## src/rtl/ex_pkg.sv

```systemverilog
// rtl/ex_pkg.sv - shared widths, execute opcodes and issue-entry layout for the execute stage
package ex_pkg;

  localparam int XLEN  = 32;
  localparam int REG_W = 5;
  localparam int OP_W  = 5;

  typedef enum logic [OP_W-1:0] {
    EX_ADD  = 5'd0,
    EX_SUB  = 5'd1,
    EX_SLL  = 5'd2,
    EX_SLT  = 5'd3,
    EX_SLTU = 5'd4,
    EX_XOR  = 5'd5,
    EX_SRL  = 5'd6,
    EX_SRA  = 5'd7,
    EX_OR   = 5'd8,
    EX_AND  = 5'd9
  } ex_op_e;

  typedef struct packed {
    ex_op_e             op;
    logic [XLEN-1:0]    a;
    logic [XLEN-1:0]    b;
    logic [REG_W-1:0]   rs1_idx;
    logic [REG_W-1:0]   rs2_idx;
    logic               use_imm;
    logic [REG_W-1:0]   rd;
  } ex_issue_t;

endpackage

```

## src/rtl/ex_fwd_match.sv

```systemverilog
// rtl/ex_fwd_match.sv - writeback-forward compare and operand select
module ex_fwd_match #(
  parameter int W     = 32,
  parameter int IDX_W = 5
) (
  input  logic             en,
  input  logic [IDX_W-1:0] idx,
  input  logic [W-1:0]     cur,
  input  logic             fwd_valid,
  input  logic [IDX_W-1:0] fwd_rd,
  input  logic [W-1:0]     fwd_data,
  output logic [W-1:0]     res
);

  logic hit;

  // x0 is hardwired zero, so a writeback to it must never be picked up
  assign hit = en & fwd_valid & (fwd_rd == idx) & (idx != '0);
  assign res = hit ? fwd_data : cur;

endmodule

```

## src/rtl/ex_issue_buffer.sv

```systemverilog
// rtl/ex_issue_buffer.sv - two-entry skid buffer between decode and execute with operand snooping
module ex_issue_buffer
  import ex_pkg::*;
#(
  parameter int CNT_W = 16
) (
  input  logic              clk,
  input  logic              rst_n,
  input  logic              flush,
  input  logic              in_valid,
  output logic              in_ready,
  input  logic [OP_W-1:0]   in_op,
  input  logic [REG_W-1:0]  in_rs1_idx,
  input  logic [REG_W-1:0]  in_rs2_idx,
  input  logic [XLEN-1:0]   in_rs1_val,
  input  logic [XLEN-1:0]   in_rs2_val,
  input  logic [XLEN-1:0]   in_imm,
  input  logic              in_use_imm,
  input  logic [REG_W-1:0]  in_rd_idx,
  input  logic              fwd_valid,
  input  logic [REG_W-1:0]  fwd_rd,
  input  logic [XLEN-1:0]   fwd_data,
  output logic              out_valid,
  input  logic              out_ready,
  output logic [OP_W-1:0]   out_op,
  output logic [XLEN-1:0]   out_a,
  output logic [XLEN-1:0]   out_b,
  output logic [REG_W-1:0]  out_rd,
  output logic [CNT_W-1:0]  stall_cnt
);

  ex_issue_t       head, skid, cap, head_snp, skid_snp;
  logic            head_valid, skid_valid;
  logic [XLEN-1:0] cap_a, cap_b, head_a, head_b, skid_a, skid_b;
  logic            accept, pop;

  ex_fwd_match #(.W(XLEN), .IDX_W(REG_W)) u_cap_a (
    .en(1'b1), .idx(in_rs1_idx), .cur(in_rs1_val),
    .fwd_valid(fwd_valid), .fwd_rd(fwd_rd), .fwd_data(fwd_data), .res(cap_a));

  ex_fwd_match #(.W(XLEN), .IDX_W(REG_W)) u_cap_b (
    .en(~in_use_imm), .idx(in_rs2_idx), .cur(in_use_imm ? in_imm : in_rs2_val),
    .fwd_valid(fwd_valid), .fwd_rd(fwd_rd), .fwd_data(fwd_data), .res(cap_b));

  ex_fwd_match #(.W(XLEN), .IDX_W(REG_W)) u_head_a (
    .en(head_valid), .idx(head.rs1_idx), .cur(head.a),
    .fwd_valid(fwd_valid), .fwd_rd(fwd_rd), .fwd_data(fwd_data), .res(head_a));

  ex_fwd_match #(.W(XLEN), .IDX_W(REG_W)) u_head_b (
    .en(head_valid & ~head.use_imm), .idx(head.rs2_idx), .cur(head.b),
    .fwd_valid(fwd_valid), .fwd_rd(fwd_rd), .fwd_data(fwd_data), .res(head_b));

  ex_fwd_match #(.W(XLEN), .IDX_W(REG_W)) u_skid_a (
    .en(skid_valid), .idx(skid.rs1_idx), .cur(skid.a),
    .fwd_valid(fwd_valid), .fwd_rd(fwd_rd), .fwd_data(fwd_data), .res(skid_a));

  ex_fwd_match #(.W(XLEN), .IDX_W(REG_W)) u_skid_b (
    .en(skid_valid & ~skid.use_imm), .idx(skid.rs2_idx), .cur(skid.b),
    .fwd_valid(fwd_valid), .fwd_rd(fwd_rd), .fwd_data(fwd_data), .res(skid_b));

  always_comb begin
    cap         = '0;
    cap.op      = ex_op_e'(in_op);
    cap.a       = cap_a;
    cap.b       = cap_b;
    cap.rs1_idx = in_rs1_idx;
    cap.rs2_idx = in_rs2_idx;
    cap.use_imm = in_use_imm;
    cap.rd      = in_rd_idx;
  end

  always_comb begin
    head_snp   = head;
    head_snp.a = head_a;
    head_snp.b = head_b;
    skid_snp   = skid;
    skid_snp.a = skid_a;
    skid_snp.b = skid_b;
  end

  // in_ready depends only on registered skid state, keeping out_ready off the decode path
  assign in_ready = ~skid_valid;
  assign accept   = in_valid & in_ready & ~flush;
  assign pop      = head_valid & out_ready;

  always_ff @(posedge clk) begin
    if (!rst_n) begin
      head       <= '0;
      skid       <= '0;
      head_valid <= 1'b0;
      skid_valid <= 1'b0;
    end else if (flush) begin
      head_valid <= 1'b0;
      skid_valid <= 1'b0;
    end else begin
      if (!head_valid || pop) begin
        if (skid_valid) begin
          head       <= skid_snp;
          head_valid <= 1'b1;
        end else if (accept) begin
          head       <= cap;
          head_valid <= 1'b1;
        end else begin
          head_valid <= 1'b0;
        end
      end else begin
        head <= head_snp;
      end

      if (skid_valid) begin
        if (pop) skid_valid <= 1'b0;
        else     skid       <= skid_snp;
      end else if (accept && head_valid && !pop) begin
        skid       <= cap;
        skid_valid <= 1'b1;
      end
    end
  end

  always_ff @(posedge clk) begin
    if (!rst_n) begin
      stall_cnt <= '0;
    end else if (head_valid && !out_ready && !(&stall_cnt)) begin
      stall_cnt <= stall_cnt + CNT_W'(1);
    end
  end

  assign out_valid = head_valid;
  assign out_op    = head.op;
  assign out_a     = head.a;
  assign out_b     = head.b;
  assign out_rd    = head.rd;

endmodule
```

## config.mk

```make
export PLATFORM = sky130hd
export DESIGN_NAME = ex_issue_buffer
export DESIGN_NICKNAME = d
export VERILOG_FILES = /design/src/rtl/ex_pkg.sv /design/src/rtl/ex_fwd_match.sv /design/src/rtl/ex_issue_buffer.sv
export SDC_FILE = /design/constraint.sdc
export NUM_CORES = 1
export LEC_CHECK = 0
export BUFFER_PORTS_ARGS = -buffer_cell sky130_fd_sc_hd__buf_2
export CAP_MARGIN = 15
export CORE_MARGIN = 5
export CORE_UTILIZATION = 35
export CTS_CLUSTER_DIAMETER = 30
export CTS_CLUSTER_SIZE = 24
export DETAILED_ROUTE_END_ITERATION = 10
export HOLD_SLACK_MARGIN = 0.06
export PLACE_DENSITY_LB_ADDON = 0.25
export SETUP_SLACK_MARGIN = 0.05
export SYNTH_ARGS = -nofsm -noshare
export SYNTH_HDL_FRONTEND = slang
export SYNTH_HIERARCHICAL = 1
export SYNTH_SLANG_ARGS = --single-unit
```

## constraint.sdc

```tcl
create_clock -name clk -period 2.8 [get_ports clk]
set_input_delay 0.56 -clock clk [delete_from_list [all_inputs] [get_ports clk]]
set_output_delay 0.56 -clock clk [all_outputs]
set_load 0.03 [all_outputs]
```

# [Word level (Yosys, flattened, before mapping)]
# Index checks and enable logic that the tools add are counted.
# W data, S select, Z words.
[word_totals] ff_bits=188 out_inout_bits=92
[classes] n_reduce_logical=26 mux=18 bitwise=28 addsub=1 eq_ne=8
[op_table] operator="$mux W85" count=4
[op_table] operator="$mux W32" count=7
[op_table] operator="$mux W80" count=2
[op_table] operator="$eq A5 B5 Y1" count=6
[op_table] operator="$reduce_bool A5 Y1" count=6
[op_table] operator="$and A1 B1 Y1" count=22
[op_table] operator="$add A16 B1 Y16 const B" count=1
[op_table] operator="$reduce_and A16 Y1" count=1
[op_table] operator="$reduce_and A3 Y1" count=5
[op_table] operator="$reduce_bool A2 Y1" count=4
[op_table] operator="$not A1 Y1" count=6
[op_table] operator="$mux W1" count=5
[op_table] operator="$logic_and A1 B1 Y1" count=4
[op_table] operator="$logic_not A1 Y1" count=4
[op_table] operator="$ne A3 B3 Y1 const B" count=1
[op_table] operator="$ne A2 B2 Y1 const B" count=1
[op_table] operator="$reduce_or A2 Y1" count=1
[op_table] operator="$logic_or A1 B1 Y1" count=1

# [Longest topological paths before layout]
[logic_depth] ltp_word=8 mapped_depth=14 ltp_nobuf=10

# [By module]
# The synthesis kept the hierarchy.
[by_module_without_submodules] mod="ex_issue_buffer" seq_area_each_um2=3763.6 cells_per_inst=1025 n_inst=1 area_per_inst_um2=9090.0
[by_module_without_submodules] mod="ex_fwd_match" seq_area_each_um2=0.0 cells_per_inst=46 n_inst=6 area_per_inst_um2=600.6

# [Least setup slack after synthesis]
# No wires, ideal clock.
[synth_path] path_type="reg2reg" startpoint="reg skid_valid" endpoint="reg head (netlist bit out_b[6])" t_required_ns=2.668 setup_slack_ns=0.124 t_arrival_ns=2.544 path_stages_with_launch=15 path_cell_list="dfxtp_1 buf_2 buf_4 buf_2 inv_1 nor2_1 nand2_1 a21oi_1 o2111ai_4 buf_6 mux2_4 mux2i_1 nand2_1 o211ai_1 a21oi_1"
[synth_rtl] element="from (decl)" line="ex_issue_buffer.sv:33" rtl="logic head_valid, skid_valid;"
[synth_rtl] element="from (signal assigned)" line="ex_issue_buffer.sv:91" rtl="skid_valid <= 1'b0;"
[synth_rtl] element="from (signal assigned)" line="ex_issue_buffer.sv:94" rtl="skid_valid <= 1'b0;"
[synth_rtl] element="from (signal assigned)" line="ex_issue_buffer.sv:111" rtl="if (pop) skid_valid <= 1'b0;"
[synth_rtl] element="$not A1 Y1 (no line)"
[synth_rtl] element="via in_ready" line="ex_issue_buffer.sv:11" rtl="output logic in_ready,"
[synth_rtl] element="$and A1 B1 Y1 (2 in series)" line="ex_issue_buffer.sv:83" rtl="assign accept = in_valid & in_ready & ~flush;"
[synth_rtl] element="$ne A3 B3 Y1 (no line)"
[synth_rtl] element="$reduce_and A3 Y1 (no line)"
[synth_rtl] element="to (signal assigned)" line="ex_issue_buffer.sv:98" rtl="head <= skid_snp;"
[synth_rtl] element="to (signal assigned)" line="ex_issue_buffer.sv:101" rtl="head <= cap;"
[synth_rtl] element="to (signal assigned)" line="ex_issue_buffer.sv:107" rtl="head <= head_snp;"
[synth_rtl] element="to (decl)" line="ex_issue_buffer.sv:32" rtl="ex_issue_t head, skid, cap, head_snp, skid_snp;"
# The timed path passes the listed nets, and every way through them passes these cells.
# A chain may end at the register's enable or synchronous reset.

# [Worst setup path in the final report]
[layout_path] startpoint="reg skid_valid" endpoint="reg head (netlist bit out_b[19])"
[layout_between] elab_chain_cells=7
[layout_lines] element="$and A1 B1 Y1" line="ex_issue_buffer.sv:58" rtl=".en(skid_valid & ~skid.use_imm), .idx(skid.rs2_idx), .cur(skid.b),"
[layout_lines] element="$and A1 B1 Y1 (3 in series)" line="ex_fwd_match.sv:18" rtl="assign hit = en & fwd_valid & (fwd_rd == idx) & (idx != '0);"
[layout_lines] element="$mux W32" line="ex_fwd_match.sv:19" rtl="assign res = hit ? fwd_data : cur;"
[layout_lines] element="via skid_b[19]" line="ex_issue_buffer.sv:34" rtl="logic [XLEN-1:0] cap_a, cap_b, head_a, head_b, skid_a, skid_b;"
[layout_lines] element="$mux W85" line="ex_issue_buffer.sv:97" rtl="if (skid_valid) begin"
[layout_lines] element="$mux W80" line="ex_issue_buffer.sv:96" rtl="if (!head_valid || pop) begin"
# The timed path passes the listed nets, and every way through them passes these cells.

==> impl_results.md <==
* Fmax achieved at 408.4 MHz
* Post-DP HPWL at 23.40 mm
* Largest cells by area after synthesis: dfxtp_1 30%, mux2_4 21%, mux2i_1 8.7%
* Max IR drop VDD at 0.0004304 V
* CTS Sinks at 188
* Final ANT Viol Nets at 0
* Register area share after synthesis at 29.65%
* Final setup margin at 0.3516 ns
* Core Area at 35,660 um^2
* Layout cell share with drive strength beyond 1 at between 30% and 40%
* Clock Skew at 0.009902 ns
* Post-layout min period at 2.448 ns
* Routed WL per cell at 18.83 um
* Cts repair resizes at 0
* Vias in the first global route at 9,839
* # setup viols final at 0
* Sw Ratio at 28.05%
* Area of the multi-input gates at 7756 um^2
* Commonest non-fill, non-tap cell in the layout: buf_2
* Seq pwr share at 42.5%
* Die width at 200.4 um
* Critical R2R Launch: skid_valid
* Met3 Usage GRT at 3.150%
* CTS tree: yes
* Hold path start: in_rd_idx[4]
* Clock network power share at 39.7%
* R2R Setup Slk at 0.35 ns
* DR pass1 iterations at 5
* CTS H-Tree Depth at 4
* DR vias/cell at 5.170
* Netlist cell types at 51
* Largest net degree at the start of global routing at 82
* Synthesized cell area at 12,690 um^2
* Cell Rows at 69
* Reg area at ~3800 um^2
* Initial antenna violation count at 0
* Layout area overhead at 13.69%
* Max Slew Vio Count at 0
* Hold_buf cts at 0
* Die area at 40,180 um^2
* Post-Syn Nets at 1,462
* CP Launch Type: flip-flop
* Cts bufs inserted at 17
* Port Buffers at 251
* Actual slew at the worst max-slew pin at between 0.8 and 0.9 ns
* Total grt overflow at 0
* Met1 usage at 23.41%
* CP Data Required Time at 3.11 ns
* Place WS at 0.2198 ns
* Clk buf depth at 2
* Root Buffer: clkbuf_16
* Final Cycle Share at 87.44%
* Gr busiest metal: met2
* Hold WC Path Type: input port to flip-flop
* Sw power at 0.001888 W
* CP Capture Type: flip-flop
* Initial Utilization at a little over a third
* Setup TNS at 0 ns
* Number of synthesized flops with an enable pin at 0
* Hold path depth at 3
* Combinational share of power at 17.8%
* Grt met2 use at 28.64%
* GPL Wtd Cong at between 0.7 and 0.8
* Hold Path End: skid[4]
* Die Y at 200.4 um
* Yosys top cell by area: dfxtp_1
* Final WL at 35.71 mm
* Setup CP Type: flip-flop to flip-flop
* Internal at 0.004844 W
* Unrepaired setup endpoints after global routing: false
* Worst-Skew Late Latency at 0.44 ns
* Async SR Flop Fraction at 0%
* Register-to-Register Path Depth at 11
* Global-route wire length before repair at 56.76 mm
* Synth Flop Type: dfxtp_1
* Status: completed
* Max_slew headroom at 42.85%
* Yosys reg bits at 188
* Global-route usage over all layers at between 15 and 20%
* Final hold viol count at 0
* Total I/O pin count at 252
* Setup repair bufs after CTS at 0
* Fillers at 3,590
* Iter 0 DRT Violations at roughly 450
* Crit-path max FO at 32
* Avg Inst Size Synth at 9.757 um^2
* Leakage at around 6.5 nW
* YS warnings at 6
* Synth top area share at 29.65%
* Residual DRC at 0
* Vias post-DR at between 9,000 and 10,000
* Max_cap viols at 0
* Post-layout power at 0.006732 W
* Worst-path clk slew at 0.07 ns
* P per Cell Area at approximately 470 nW/um^2
* Mapped Cells at 1,301
* Most frequent cells in the layout: 251 x buf_2, 187 x dfxtp_1, 180 x mux2_4, 142 x nand2_1, 117 x nor2_1
* Critical Path AT at approximately 2.8 ns
* WHS at between 0.3 and 0.4 ns
* Antenna Cells at 0
* Final net count at 1,583
* Worst R2R End: out_b[19]
## per-layer routing
layer / vias up / part of all wire [%]
met4: 0 / 1.0
met2: 213 / 47
met1: 4730 / 48
met3: 15 / 4.4
met5: - / 0
li1: 4844 / -
## worst max-delay path by stage
stage / startpoint / endpoint / slack (ns) / cells after the start
5_1_grt: skid_valid / out_b[18] / 0.16 / 11
2_1_floorplan: skid_valid / out_b[6] / 0.12 / 14
3_3_place_gp: in_rs2_idx[1] / out_b[31] / 0.23 / 10
6_report: skid_valid / out_b[19] / 0.35 / 11
3_5_place_dp: in_rs1_idx[1] / out_a[0] / 0.22 / 10
4_1_cts: skid_valid / out_b[18] / 0.35 / 11
## flip-flops by register name, indices dropped and copies added, names as in the netlist
name,flops
out_op,5
head,11
out_valid,1
stall_cnt,16
skid_valid,1
out_rd,5
skid,85
out_a,32
out_b,32
## cell families after synthesis
kind of cell	synth area share [%]
buffers and inverters	9.374
adders and majority gates	0.09855
AOI/OAI and AO/OA	14.33
xor gates and xnor gates	1.656
other	0.02954
muxes	33.87
and+or+nand+nor	10.99
DFF	29.65
## cell usage after synthesis (35+ instances only)
master and instances:
a211oi_1 85, a21oi_1 80, buf_2 42, buf_4 81, clkbuf_1 35, dfxtp_1 188
mux2_2 44, mux2_4 180, mux2i_1 110, nand2_1 142, nor2_1 117, o211ai_1 65
## power groups by stage
stage / sequential, W / combinational [W] / clock, W
2_1_floorplan: 0.00290 / 0.000896 / 0
3_3_place_gp: 0.00292 / 0.00119 / 0
3_5_place_dp: 0.00292 / 0.00121 / 0
4_1_cts: 0.00286 / 0.00122 / 0.00275
5_1_grt: 0.00288 / 0.00131 / 0.00286
6_report: 0.00286 / 0.00120 / 0.00267
## stage by stage
step                      utilization (%)  std cells  area [um^2]
after global placement              38.71       1864        13800
after floorplan                         -       1301        12690
after detailed placement            38.71       1864        13800
final                               40.47       1896        14430
after global routing                40.47       1896        14430
after CTS                           40.47       1896        14430
## final cells by class
class / count / area share (%)
multi-input cells: 927 / 53.75
flip-flops and latches: 188 / 26.11
repair buffers: 278 / 11.50
well taps: 461 / 3.997
clock buffers: 18 / 3.043
clock inverters: 14 / 1.318
inverters: 10 / 0.2948
## critical path, cell delays in order, from the launching register on
cell and delay, ns:
dfxtp_4 0.54, inv_1 0.11, nor2_1 0.11, nand2_1 0.08, a21oi_1 0.21, o2111ai_4 0.18
buf_12 0.24, mux2_4 0.33, mux2i_1 0.19, nand2_1 0.09, o211ai_1 0.10, a21oi_1 0.08
Note: power is estimated with default switching activity, not from simulation.
